[config.mk]
export PLATFORM = sky130hd
export DESIGN_NAME = ap_divi
export DESIGN_NICKNAME = d
export VERILOG_FILES = /design/src/rtl/ap_divi.sv
export SDC_FILE = /design/constraint.sdc
export NUM_CORES = 1
export LEC_CHECK = 0
export ABC_AREA = 1
export CAP_MARGIN = 20
export CORE_AREA = 4 4 176 178
export DETAILED_ROUTE_END_ITERATION = 12
export DIE_AREA = 0 0 180 182
export PLACE_DENSITY = 0.63
export REMOVE_ABC_BUFFERS = 1
export SLEW_MARGIN = 10
export SYNTH_ARGS = -nofsm -noshare
export SYNTH_HDL_FRONTEND = slang
export SYNTH_SLANG_ARGS = --single-unit
[constraint.sdc]
create_clock -name clk -period 2.55 [get_ports clk]
set_input_delay 0.51 -clock clk [delete_from_list [all_inputs] [get_ports clk]]
set_output_delay 0.51 -clock clk [all_outputs]
set_load 0.005 [all_outputs]
[src/rtl/ap_divi.sv]
// rtl/ap_divi.sv - multi-cycle radix-2 restoring integer divider
//
// Purpose: computes c_out = a_in / b_in and r_out = a_in % b_in over WIDTH+2
//   clock edges from the accepted start, with a start/valid handshake.
//   SIGNED=1 divides two's-complement operands, truncating toward zero.
//   SIGNED=0 divides unsigned operands.
//   Divide by zero returns c_out = all ones and r_out = a_in.
//   most_negative / -1 wraps to c_out = most_negative and r_out = 0.
//
// Optional feature: define AP_DIV_ZERO_FLAG_EN to add dz_out, which flags
//   results whose divisor was zero.
//
// Ports:
//   clk        in   rising-edge clock
//   rst        in   asynchronous active-low reset
//   start      in   request, sampled only while ready_out=1
//   a_in       in   dividend, captured on the accepted start
//   b_in       in   divisor, captured on the accepted start
//   ready_out  out  1 = idle, a start this cycle is accepted
//   valid_out  out  one-cycle pulse, c_out/r_out just updated
//   c_out      out  quotient, held between results
//   r_out      out  remainder, held between results
//   dz_out     out  (AP_DIV_ZERO_FLAG_EN only) divisor of last result was zero

module ap_divi #(
  parameter int WIDTH  = 32,
  parameter bit SIGNED = 1'b1
) (
  input  logic             clk,
  input  logic             rst,
  input  logic             start,
  input  logic [WIDTH-1:0] a_in,
  input  logic [WIDTH-1:0] b_in,
  output logic             ready_out,
  output logic             valid_out,
  output logic [WIDTH-1:0] c_out,
`ifdef AP_DIV_ZERO_FLAG_EN
  output logic [WIDTH-1:0] r_out,
  output logic             dz_out
`else
  output logic [WIDTH-1:0] r_out
`endif
);

  localparam int CW = $clog2(WIDTH);

  typedef enum logic [1:0] {
    S_IDLE = 2'd0,
    S_RUN  = 2'd1,
    S_FIX  = 2'd2
  } state_t;

  state_t state_q, state_d;

  logic [CW-1:0]    cnt_q, cnt_d;
  logic [WIDTH-1:0] rem_q, rem_d;
  logic [WIDTH-1:0] quo_q, quo_d;
  logic [WIDTH-1:0] bmag_q, bmag_d;
  logic             qneg_q, qneg_d;
  logic             rneg_q, rneg_d;
  logic [WIDTH-1:0] c_q, c_d;
  logic [WIDTH-1:0] r_q, r_d;
  logic             valid_q, valid_d;
`ifdef AP_DIV_ZERO_FLAG_EN
  logic             bzero_q, bzero_d;
  logic             dz_q, dz_d;
`endif

  // Operand conditioning for the capture cycle.
  logic             a_neg, b_neg, b_zero;
  logic [WIDTH-1:0] a_mag, b_mag;

  always_comb begin
    a_neg  = SIGNED && a_in[WIDTH-1];
    b_neg  = SIGNED && b_in[WIDTH-1];
    a_mag  = a_neg ? (~a_in + 1'b1) : a_in;
    b_mag  = b_neg ? (~b_in + 1'b1) : b_in;
    b_zero = (b_in == '0);
  end

  // One restoring step: shift {rem,quo} left, trial-subtract the divisor.
  // The trial is one bit wider than the partial remainder so its MSB is
  // the borrow.
  logic [WIDTH:0]   partial;
  logic [WIDTH+1:0] trial;
  logic             trial_ok;
  logic             unused_trial_bit;

  always_comb begin
    partial          = {rem_q, quo_q[WIDTH-1]};
    trial            = {1'b0, partial} - {2'b00, bmag_q};
    trial_ok         = ~trial[WIDTH+1];
    unused_trial_bit = trial[WIDTH];
  end

  // State register.
  always_ff @(posedge clk or negedge rst) begin
    if (!rst) begin
      state_q <= S_IDLE;
    end else begin
      state_q <= state_d;
    end
  end

  // Next-state logic.
  always_comb begin
    state_d = state_q;
    case (state_q)
      S_IDLE:  if (start) state_d = S_RUN;
      S_RUN:   if (cnt_q == '0) state_d = S_FIX;
      S_FIX:   state_d = S_IDLE;
      default: state_d = S_IDLE;
    endcase
  end

  // Output logic.
  always_comb begin
    ready_out = (state_q == S_IDLE);
    valid_out = valid_q;
    c_out     = c_q;
    r_out     = r_q;
`ifdef AP_DIV_ZERO_FLAG_EN
    dz_out    = dz_q;
`endif
  end

  // Datapath next values.
  always_comb begin
    cnt_d   = cnt_q;
    rem_d   = rem_q;
    quo_d   = quo_q;
    bmag_d  = bmag_q;
    qneg_d  = qneg_q;
    rneg_d  = rneg_q;
    c_d     = c_q;
    r_d     = r_q;
    valid_d = 1'b0;
`ifdef AP_DIV_ZERO_FLAG_EN
    bzero_d = bzero_q;
    dz_d    = dz_q;
`endif
    case (state_q)
      S_IDLE: begin
        if (start) begin
          cnt_d  = CW'(WIDTH - 1);
          rem_d  = '0;
          quo_d  = a_mag;
          bmag_d = b_mag;
          // With a zero divisor the quotient stays all ones: suppressing
          // its negation leaves c=~0, while negating the remainder
          // restores r to the original dividend.
          qneg_d = (a_neg ^ b_neg) & ~b_zero;
          rneg_d = a_neg;
`ifdef AP_DIV_ZERO_FLAG_EN
          bzero_d = b_zero;
`endif
        end
      end
      S_RUN: begin
        cnt_d = cnt_q - CW'(1);
        if (trial_ok) begin
          rem_d = trial[WIDTH-1:0];
          quo_d = {quo_q[WIDTH-2:0], 1'b1};
        end else begin
          rem_d = partial[WIDTH-1:0];
          quo_d = {quo_q[WIDTH-2:0], 1'b0};
        end
      end
      S_FIX: begin
        c_d     = qneg_q ? (~quo_q + 1'b1) : quo_q;
        r_d     = rneg_q ? (~rem_q + 1'b1) : rem_q;
        valid_d = 1'b1;
`ifdef AP_DIV_ZERO_FLAG_EN
        dz_d    = bzero_q;
`endif
      end
      default: ;
    endcase
  end

  // Datapath registers.
  always_ff @(posedge clk or negedge rst) begin
    if (!rst) begin
      cnt_q   <= '0;
      rem_q   <= '0;
      quo_q   <= '0;
      bmag_q  <= '0;
      qneg_q  <= 1'b0;
      rneg_q  <= 1'b0;
      c_q     <= '0;
      r_q     <= '0;
      valid_q <= 1'b0;
`ifdef AP_DIV_ZERO_FLAG_EN
      bzero_q <= 1'b0;
      dz_q    <= 1'b0;
`endif
    end else begin
      cnt_q   <= cnt_d;
      rem_q   <= rem_d;
      quo_q   <= quo_d;
      bmag_q  <= bmag_d;
      qneg_q  <= qneg_d;
      rneg_q  <= rneg_d;
      c_q     <= c_d;
      r_q     <= r_d;
      valid_q <= valid_d;
`ifdef AP_DIV_ZERO_FLAG_EN
      bzero_q <= bzero_d;
      dz_q    <= dz_d;
`endif
    end
  end

endmodule
==> results of run 1 <==
-- registers in the layout (all words and copies together) (netlist names) --
| register | count |
|---|---|
| state_q | 2 |
| r_out | 32 |
| rem_q | 32 |
| qneg_q | 1 |
| cnt_q | 5 |
| rneg_q | 1 |
| valid_out | 1 |
| c_out | 32 |
| quo_q | 32 |
| bmag_q | 32 |
-- kinds of logic after synthesis --
kind of cell	after synthesis	share of synthesized area
simple gates	1185	0.384
buf+inv	359	0.106
compound gates	226	0.0992
flops	170	0.324
xor+xnor	73	0.0487
fa+ha+maj	39	0.0378
-- synthesized netlist by cell type, drive strengths merged (9+ instances only) --
cell type	n	share of area
nand2	688	0.20
xnor2	21	0.014
dfrtp	170	0.32
a22oi	28	0.016
nand3b	10	0.0057
xor2	52	0.035
or2	10	0.0048
o21ai	120	0.046
nand4	30	0.014
o211ai	9	0.0051
nand3	188	0.075
nor2	213	0.064
ha	38	0.036
a31oi	14	0.0067
a21oi	38	0.016
clkbuf	34	0.0097
inv	299	0.086
nor3	38	0.016
buf	26	0.011
-- worst reg2reg max path, stage by stage, from the launching register on --
cell     delay [ps]
dfrtp_1         470
ha_1            430
nand2_1         130
nor2_2          180
inv_1           100
nor3_4          220
nand2_4         160
nand2_8         170
buf_12          190
nand2_1          90
nand3_1          80
nand2_1          60
-- layer usage --
| metal | track usage | up-vias | wire length (um) |
|---|---|---|---|
| met3 | 0.0437 | 33 | 2890 |
| met2 | 0.375 | 416 | 17500 |
| met1 | 0.403 | 6090 | 21700 |
| li1 | - | 6805 | - |
| met5 | 0 | - | 0 |
| met4 | 0.0536 | 0 | 552 |
-- timing repair --
| action | 4_1_cts | 5_1_grt |
|---|---|---|
| resized for setup | 0 | 6 |
| endpoints found under the setup margin | 0 | 30 |
| hold buffers | 0 | 0 |
-- power groups by stage --
stage                     logic, W  registers, W  clock network (W)
after floorplan            0.00888       0.00444                  0
after global placement      0.0127       0.00468                  0
after detailed placement    0.0128       0.00472                  0
after CTS                   0.0129       0.00467            0.00268
after global routing        0.0149       0.00483            0.00278
final                       0.0131       0.00472            0.00263
-- cells in the final DEF (no fill, tap or decap), drive strengths merged, types with 2 or more instances in the layout --
cell and instances:
a21oi 38, a22oi 28, a31oi 14, and2 6, buf 61, clkbuf 20, clkdlybuf4s50 131, clkinv 3
clkinvlp 2, dfrtp 170, ha 38, inv 304, nand2 688, nand3 188, nand3b 10, nand4 30
nor2 213, nor3 38, nor4 2, o211ai 9, o21ai 120, o221ai 3, o22ai 5, o31ai 6
or2 10, xnor2 21, xor2 52
-- stage by stage --
step	TNS, ps	setup WS [ps]	utilization
detailed placement	-25.3	-25.3	0.518
finish	0	163	0.539
global placement	-36.0	-36.0	0.518
floorplan	-154910	-1760	-
CTS	0	147	0.537
global route	0	30.8	0.539
-- path summary, 6_finish.rpt --
path / from / endpoint / cells after the start
max: rem_q[23]$_DFFE_PN0P_ / rem_q[19]$_DFFE_PN0P_ / 11
min: rst / bmag_q[0]$_DFFE_PN0P_ / 1
max reg2reg: rem_q[23]$_DFFE_PN0P_ / rem_q[19]$_DFFE_PN0P_ / 11
min reg2reg: r_out[26]$_DFFE_PN0P_ / r_out[26]$_DFFE_PN0P_ / 2
max in group asynchronous: rst / quo_q[20]$_DFFE_PN0P_ / 2
min in group clk: r_out[26]$_DFFE_PN0P_ / r_out[26]$_DFFE_PN0P_ / 2
-- cell type report --
type / count / area (sq um)
Timing Repair Buffer: 192 / 1860
Inverter: 299 / 1120
Fill cell: 2992 / 13600
Multi-Input combinational cell: 1523 / 7540
Sequential cell: 170 / 4250
Tap cell: 390 / 488
Clock buffer: 20 / 457
Clock inverter: 11 / 110
==> impl_metrics.yaml, run 1 <==
floorplanning:
  die_w_um: 180
  die_area_sq_mm: 0.0328
  rows: 63
  die_y_um: 182
  start_util: 0.446
  core_sq_mm: 0.0294
  io_pins: 133
grt:
  grt_pass1_vias: 12337
  antenna_found_initial: 0
  grt_max_degree: 57
  grt_use_total: 0.258
  grt_remaining_overflow: 0
  grt_first_pass_wirelength_um: 68100
power_and_ir_drop:
  p_sw_frac: 0.519
  power_frac_seq: 0.231
  peakVddDrop_mv: 0.899
  p_switching_w: 0.0106
  pwr-share-comb: 0.641
  power_frac_clock: 0.129
  p_int_w: 0.00985
  power_w: 0.0205
  powerDensity_mw_per_mm2: 1290
  p_leak_nw: 7.95
synth:
  ys_seq_area_frac: 0.324
  yosysWarnings: 0
  avgSynthCellArea_sq_um: 6.40
  synth_edf_count: 0
  synth-async-reset-ratio: 1.00
  synth_ff_type: "dfrtp_1"
  syn_inst: 2052
  ys_ff_latch: 170
  ys_types: 46
  syn_area_sq_mm: 0.0131
clocking:
  clk_latency_ps: 450
  cts.sinks: 170
  cts_tree: "yes"
  htreeDepth: 4
  cts_max_path_buffers: 2
  postCtsSetupRepairBufs: 0
  root_buffer: "clkbuf_16"
  cts_inserted_buffers: 17
  clk_pin_slew_ps: 70
timing:
  max_freq_mhz: 419
  post-route-period-util: 0.936
  finalSetupViolCount: 0
  finClkSkew_ps: 11.9
  report.final.slew_viol_count: 0
  whs_ps: 48.0
  finalCriticalPeriod_ps: 2390
  rsz0062_at_grt: "no"
  finalHoldViolations: 0
  worst_slew_pin_slew_ps: 725
  relSlewSlack: 0.512
place:
  place.port_buffers: 132
  dp.cells: 2574
  hpwl_um: 33700
  placed_cell_area_sq_mm: 0.0152
  gp_congestion: 0.935
finish:
  antenna_cells: 0
  fin_nets: 2309
  drive_above_1_share: 0.0659
  area_delta_synth_final_pct: 20.7
  fin_area_sq_mm: 0.0158
  stdcell_count: 2605
critical_path:
  crit_chain: "ha_1, nand2_1, nor2_2, inv_1, nor3_4, nand2_4, nand2_8, buf_12, nand2_1, nand3_1, nand2_1"
  cpPeakStageDelay_ps: 470
  path_buf_inv: 2
  required_ps: 2880
  crit_arrival_ps: 2720
  r2r_slack_ps: 160
  worst_path_most_repeated_cell: "nand2_1"
  worstSetupEndpointType: "register"
  cp_max_fo: 24
  path_delay_family: "simple AND/OR/NAND/NOR gates"
  cp_slowest_cell: "dfrtp_1"
  worstSetupStartpointType: "register"
  critPathKind: "reg -> reg"
run_status:
  status: "finished, final reports clean"
routing:
  first_iter_violations: 1238
  firstDrtPassIters: 5
  viasPerCell: 5.12
  dr_total_vias: 13344
  drcViolationCount: 0
  wl_per_cell_um: 16.4
  detail-route-antenna-nets: 0
  wl_um: 42600
flow_run:
  max_cap_viol_count: 0
min_path:
  min_path_type: "in -> async"
No activity file was read; power rests on OpenSTA's default activity.
==> run 2: changes to the inputs <==
==> constraint.sdc (replaced) <==
create_clock -name clk -period 2.5 [get_ports clk]
set_input_delay 0.5 -clock clk [delete_from_list [all_inputs] [get_ports clk]]
set_output_delay 0.5 -clock clk [all_outputs]
set_load 0.005 [all_outputs]
==> run 2 against run 1 <==
  * Non-clock buffer count fell by 2
  * Register-to-register slack improved by 70 ps
  * Sequential power rose by 3%
  * Maximum frequency rose by 5.2%
  * First-iteration DRC count fell by 4.8%
  * Sequential share of layout area fell by 0.059 points
  * Clock skew rose by 4.0 ps
  * Hold slack improved by 430 ps
  * Sequential cell count did not move
  * Critical path type unchanged
==> impl_metrics.yaml, run 2 (same netlist as run 1, synthesis figures left out) <==
timing:
  report.final.slew_viol_count: 0
  finalCriticalPeriod_ps: 2270
  finClkSkew_ps: 15.9
  finalHoldViolations: 0
  setup_tns_ps: 0
  relSlewSlack: 0.511
  max_freq_mhz: 441
  worst_slew_pin_slew_ps: 728
  finalSetupViolCount: 0
  rsz0062_at_grt: "no"
  worst_slack_ps: 232
  whs_ps: 482
  post-route-period-util: 0.907
critical_path:
  crit_arrival_ps: 2600
  required_ps: 2840
  worstSetupStartpointType: "register"
  worst_path_most_repeated_cell: "nand2_1"
  cp_slowest_cell: "dfrtp_1"
  cpPeakStageDelay_ps: 490
  critPathKind: "reg -> reg"
  cp_max_fo: 26
  worstSetupEndpointType: "register"
  crit_chain: "ha_1, nand2_1, nor2_2, inv_1, nor3_4, nand2_4, nand2_8, buf_12, nand2_1, nand3_1, nand2_1"
min_path:
  min_path_type: "reg -> reg"
routing:
  wl_um: 41300
  dr_total_vias: 13237
  wl_per_cell_um: 15.9
  viasPerCell: 5.08
  first_iter_violations: 1179
  drcViolationCount: 0
  firstDrtPassIters: 5
  detail-route-antenna-nets: 0
finish:
  drive_above_1_share: 0.0650
  stdcell_count: 2604
  fin_nets: 2307
  nFillCells: 3040
  antenna_cells: 0
  area_delta_synth_final_pct: 20.9
  layout_commonest_cell: "nand2_1"
  final_cell_mix: "nand2_1 (678), inv_1 (294), nor2_1 (197), nand3_1 (180), dfrtp_1 (170)"
  fin_area_sq_mm: 0.0159
clocking:
  clk_pin_slew_ps: 70
  cts_inserted_buffers: 17
  cts.sinks: 170
  postCtsSetupRepairBufs: 0
  cts_tree: "yes"
  htreeDepth: 4
  root_buffer: "clkbuf_16"
  clk_latency_ps: 450
  cts_max_path_buffers: 2
place:
  placed_cell_area_sq_mm: 0.0152
  place_ws_ps: 19.4
  hpwl_um: 32800
  gp_congestion: 0.940
  dp.cells: 2571
  place.port_buffers: 132
grt:
  antenna_found_initial: 0
  grt_remaining_overflow: 0
  grt_pass1_vias: 12511
  grt_first_pass_wirelength_um: 67200
  grt_max_degree: 87
  grt_use_total: 0.252
power_and_ir_drop:
  powerDensity_mw_per_mm2: 1320
  p_leak_nw: 7.98
  peakVddDrop_mv: 0.579
floorplanning:
  die_y_um: 182
  io_pins: 133
  die_area_sq_mm: 0.0328
  die_w_um: 180
  core_sq_mm: 0.0294
  rows: 63
  start_util: 0.446
run_status:
  status: "finished, final reports clean"
flow_run:
  max_cap_viol_count: 0
[run 2: changes by cell type in the layout (fill, tap and decap cells not counted), sizes merged]
cell,before,now
buf,61,58
inv,304,307
bufinv,1,3
clkbuf,20,18
clkinv,3,2
clkinvlp,2,1
dlygate4sd3,0,1
[run 2: what timing repair did]
action,4_1_cts,5_1_grt
hold endpoints to repair,36,0
gates resized for setup,0,4
setup endpoints to repair,0,6
hold buffers,1,0
[run 2: final cells by class]
cell class / instances / area, sq um / share of cell area
flip-flops and latches: 170 / 4250 / 0.268
clock inverters: 14 / 203 / 0.0128
inverters: 299 / 1120 / 0.0707
clock buffers: 18 / 439 / 0.0277
multi-input cells: 1523 / 7520 / 0.474
repair buffers: 190 / 1850 / 0.116
well taps: 390 / 488 / 0.0307
[run 2: final timing paths]
kind | startpoint | end | slack, ps | depth (start not counted)
max | rem_q[23]$_DFFE_PN0P_ | rem_q[12]$_DFFE_PN0P_ | 230 | 11
min | c_out[11]$_DFFE_PN0P_ | c_out[11]$_DFFE_PN0P_ | 480 | 2
max reg2reg | rem_q[23]$_DFFE_PN0P_ | rem_q[12]$_DFFE_PN0P_ | 230 | 11
min reg2reg | c_out[11]$_DFFE_PN0P_ | c_out[11]$_DFFE_PN0P_ | 480 | 2
max in group asynchronous | rst | c_out[3]$_DFFE_PN0P_ | 1220 | 3
min in group asynchronous | rst | bmag_q[0]$_DFFE_PN0P_ | 530 | 2
[run 2: metal layers]
metal  track usage  wire length, um  vias up
li1              -                -     6815
met5             0                0        -
met4        0.0631              796        0
met2         0.361            16700      364
met1         0.394            21300     6015
met3        0.0375             2580       43
[run 2: critical path, delay by kind of cell (launching register included)]
family,cells,cell delay [ps]
adders and majority gates,1,430
and+or+nand+nor,8,950
DFF,1,490
buffers and inverters,2,270
[run 2: report_power, final]
part	internal, W	switching (W)	total, W
combinational	0.00482	0.00832	0.0131
sequential	0.00370	0.00114	0.00484
clock	0.00165	0.00131	0.00296
total	0.0102	0.0108	0.0209
[run 2: per-stage QoR]
stage               utilization  total power [W]
detailed placement        0.517           0.0178
global route              0.540           0.0231
global placement          0.517           0.0175
floorplan                     -           0.0136
finish                    0.540           0.0209
CTS                       0.539           0.0208
==> run 3: changes to the inputs <==
--- a/config.mk
+++ b/config.mk
@@ -7,9 +7,9 @@
 export LEC_CHECK = 0
 export ABC_AREA = 1
 export CAP_MARGIN = 20
-export CORE_AREA = 4 4 176 178
+export CORE_AREA = 4 4 150 210
 export DETAILED_ROUTE_END_ITERATION = 12
-export DIE_AREA = 0 0 180 182
+export DIE_AREA = 0 0 154 214
 export PLACE_DENSITY = 0.63
 export REMOVE_ABC_BUFFERS = 1
 export SLEW_MARGIN = 10
==> run 3 against run 2 <==
  * Hold slack got worse by 4.0 ps
  * Non-clock buffer count is 2 higher
  * Utilization down 0.82 points
  * Total power is 2.5% lower
==> impl_metrics.yaml, run 3 (same netlist as run 1, synthesis figures left out) <==
grt:
  grt_first_pass_wirelength_um: 66300
  grt_use_total: 0.248
  grt_pass1_vias: 12678
  grt_max_degree: 66
  grt_remaining_overflow: 0
  antenna_found_initial: 0
critical_path:
  crit_path_end: "rem_q[26]$_DFFE_PN0P_"
  r2r_slack_ps: 190
  critPathKind: "reg -> reg"
  worstSetupEndpointType: "register"
  required_ps: 2850
  reg2reg_from: "rem_q[5]$_DFFE_PN0P_"
  crit_arrival_ps: 2670
  worstSetupStartpointType: "register"
  crit_path_start: "rem_q[5]$_DFFE_PN0P_"
  reg2reg_to: "rem_q[26]$_DFFE_PN0P_"
  worstRegToRegCells: 15
  cp_max_fo: 8
flow_run:
  max_cap_viol_count: 0
floorplanning:
  die_y_um: 214
  start_util: 0.441
  core_sq_mm: 0.0297
  die_w_um: 154
  rows: 75
  die_area_sq_mm: 0.0330
  io_pins: 133
routing:
  first_iter_violations: 850
  wl_per_cell_um: 15.7
  dr_total_vias: 13214
  viasPerCell: 5.08
  drcViolationCount: 0
  wl_um: 40800
  firstDrtPassIters: 5
  detail-route-antenna-nets: 0
finish:
  area_delta_synth_final_pct: 20.5
  drive_above_1_share: 0.0641
  layout_commonest_cell: "nand2_1"
  fin_nets: 2309
  stdcell_count: 2601
  final_cell_mix: "nand2_1 (678), inv_1 (294), nor2_1 (200), nand3_1 (180), dfrtp_1 (170)"
  antenna_cells: 0
place:
  hpwl_um: 32500
  dp.cells: 2568
  place.port_buffers: 132
  gp_congestion: 0.948
clocking:
  clk_latency_ps: 460
  cts.sinks: 170
  postCtsSetupRepairBufs: 0
  cts_max_path_buffers: 2
  htreeDepth: 4
  root_buffer: "clkbuf_16"
  clk_pin_slew_ps: 80
  cts_tree: "yes"
  cts_inserted_buffers: 17
run_status:
  status: "finished, final reports clean"
timing:
  finalHoldViolations: 0
  report.final.slew_viol_count: 0
  rsz0062_at_grt: "no"
  relSlewSlack: 0.596
  finClkSkew_ps: 16.0
  max_freq_mhz: 432
  finalCriticalPeriod_ps: 2310
  worst_slew_pin_slew_ps: 605
  post-route-period-util: 0.925
  finalSetupViolCount: 0
  setup_tns_ps: 0
power_and_ir_drop:
  powerDensity_mw_per_mm2: 1290
  peakVddDrop_mv: 0.876
  p_leak_nw: 7.97
min_path:
  min_path_type: "reg -> reg"
## run 3: area by class of cell
cell class | count | area (sq um)
clock buffer | 17 | 425
clock inverter | 15 | 166
fill | 3081 | 13900
inverter | 299 | 1120
multi-input combinational | 1523 | 7500
sequential | 170 | 4250
tap | 385 | 482
timing repair buffer | 192 | 1870
## run 3: how the worst min path moves through the flow
stage                       endpoint             startpoint  cells past startpoint
2_1_floorplan  bmag_q[0]$_DFFE_PN0P_                    rst                      0
3_3_place_gp     valid_out$_DFF_PN0_                    rst                      1
3_5_place_dp     valid_out$_DFF_PN0_                    rst                      1
4_1_cts        r_out[30]$_DFFE_PN0P_  r_out[30]$_DFFE_PN0P_                      2
5_1_grt        r_out[12]$_DFFE_PN0P_  r_out[12]$_DFFE_PN0P_                      2
6_report       r_out[30]$_DFFE_PN0P_  r_out[30]$_DFFE_PN0P_                      2
## run 3: power by group
group / leakage (nW) / internal (W) / switching [W]
registers: 1.97 / 0.00370 / 0.00111
logic: 5.71 / 0.00476 / 0.00811
clock network: 0.292 / 0.00135 / 0.00139
total: 7.97 / 0.00982 / 0.0106
## run 3: layer usage
| layer | GRT usage | vias to the layer above | wire [um] |
|---|---|---|---|
| met3 | 0.0313 | 52 | 1740 |
| met5 | 0 | - | 0 |
| met1 | 0.342 | 6050 | 19100 |
| met2 | 0.409 | 288 | 19100 |
| li1 | - | 6824 | - |
| met4 | 0.0698 | 0 | 811 |
## run 3: what timing repair did
action                     4_1_cts  5_1_grt
setup endpoints to repair        0        1
gates resized for setup          0        1
hold buffers                     1        0
hold endpoints to repair        28        0
## run 3: through the flow
stage / area (sq um) / setup slack, ps / util / power (W) / hold slack [ps]
floorplan: 12900 / -1800 / - / 0.0136 / 204
global placement: 15200 / 35.4 / 0.511 / 0.0174 / 406
detailed placement: 15200 / 41.1 / 0.511 / 0.0176 / 408
CTS: 15800 / 180 / 0.531 / 0.0204 / 485
global route: 15800 / 17.8 / 0.532 / 0.0225 / 500
finish: 15800 / 187 / 0.532 / 0.0204 / 477
## run 3: critical path, cell delays in order, from the launching register on
cell and delay, ps:
dfrtp_1 480, ha_1 400, nand2_1 90, nand2_1 80
nand2_1 60, nand2_1 100, inv_2 70, nand3_2 100
nand2_2 90, nand2_2 80, nand2_4 140, nand2_8 110
nand2_2 180, nand2_1 100, nand2_1 70, nand2_1 40
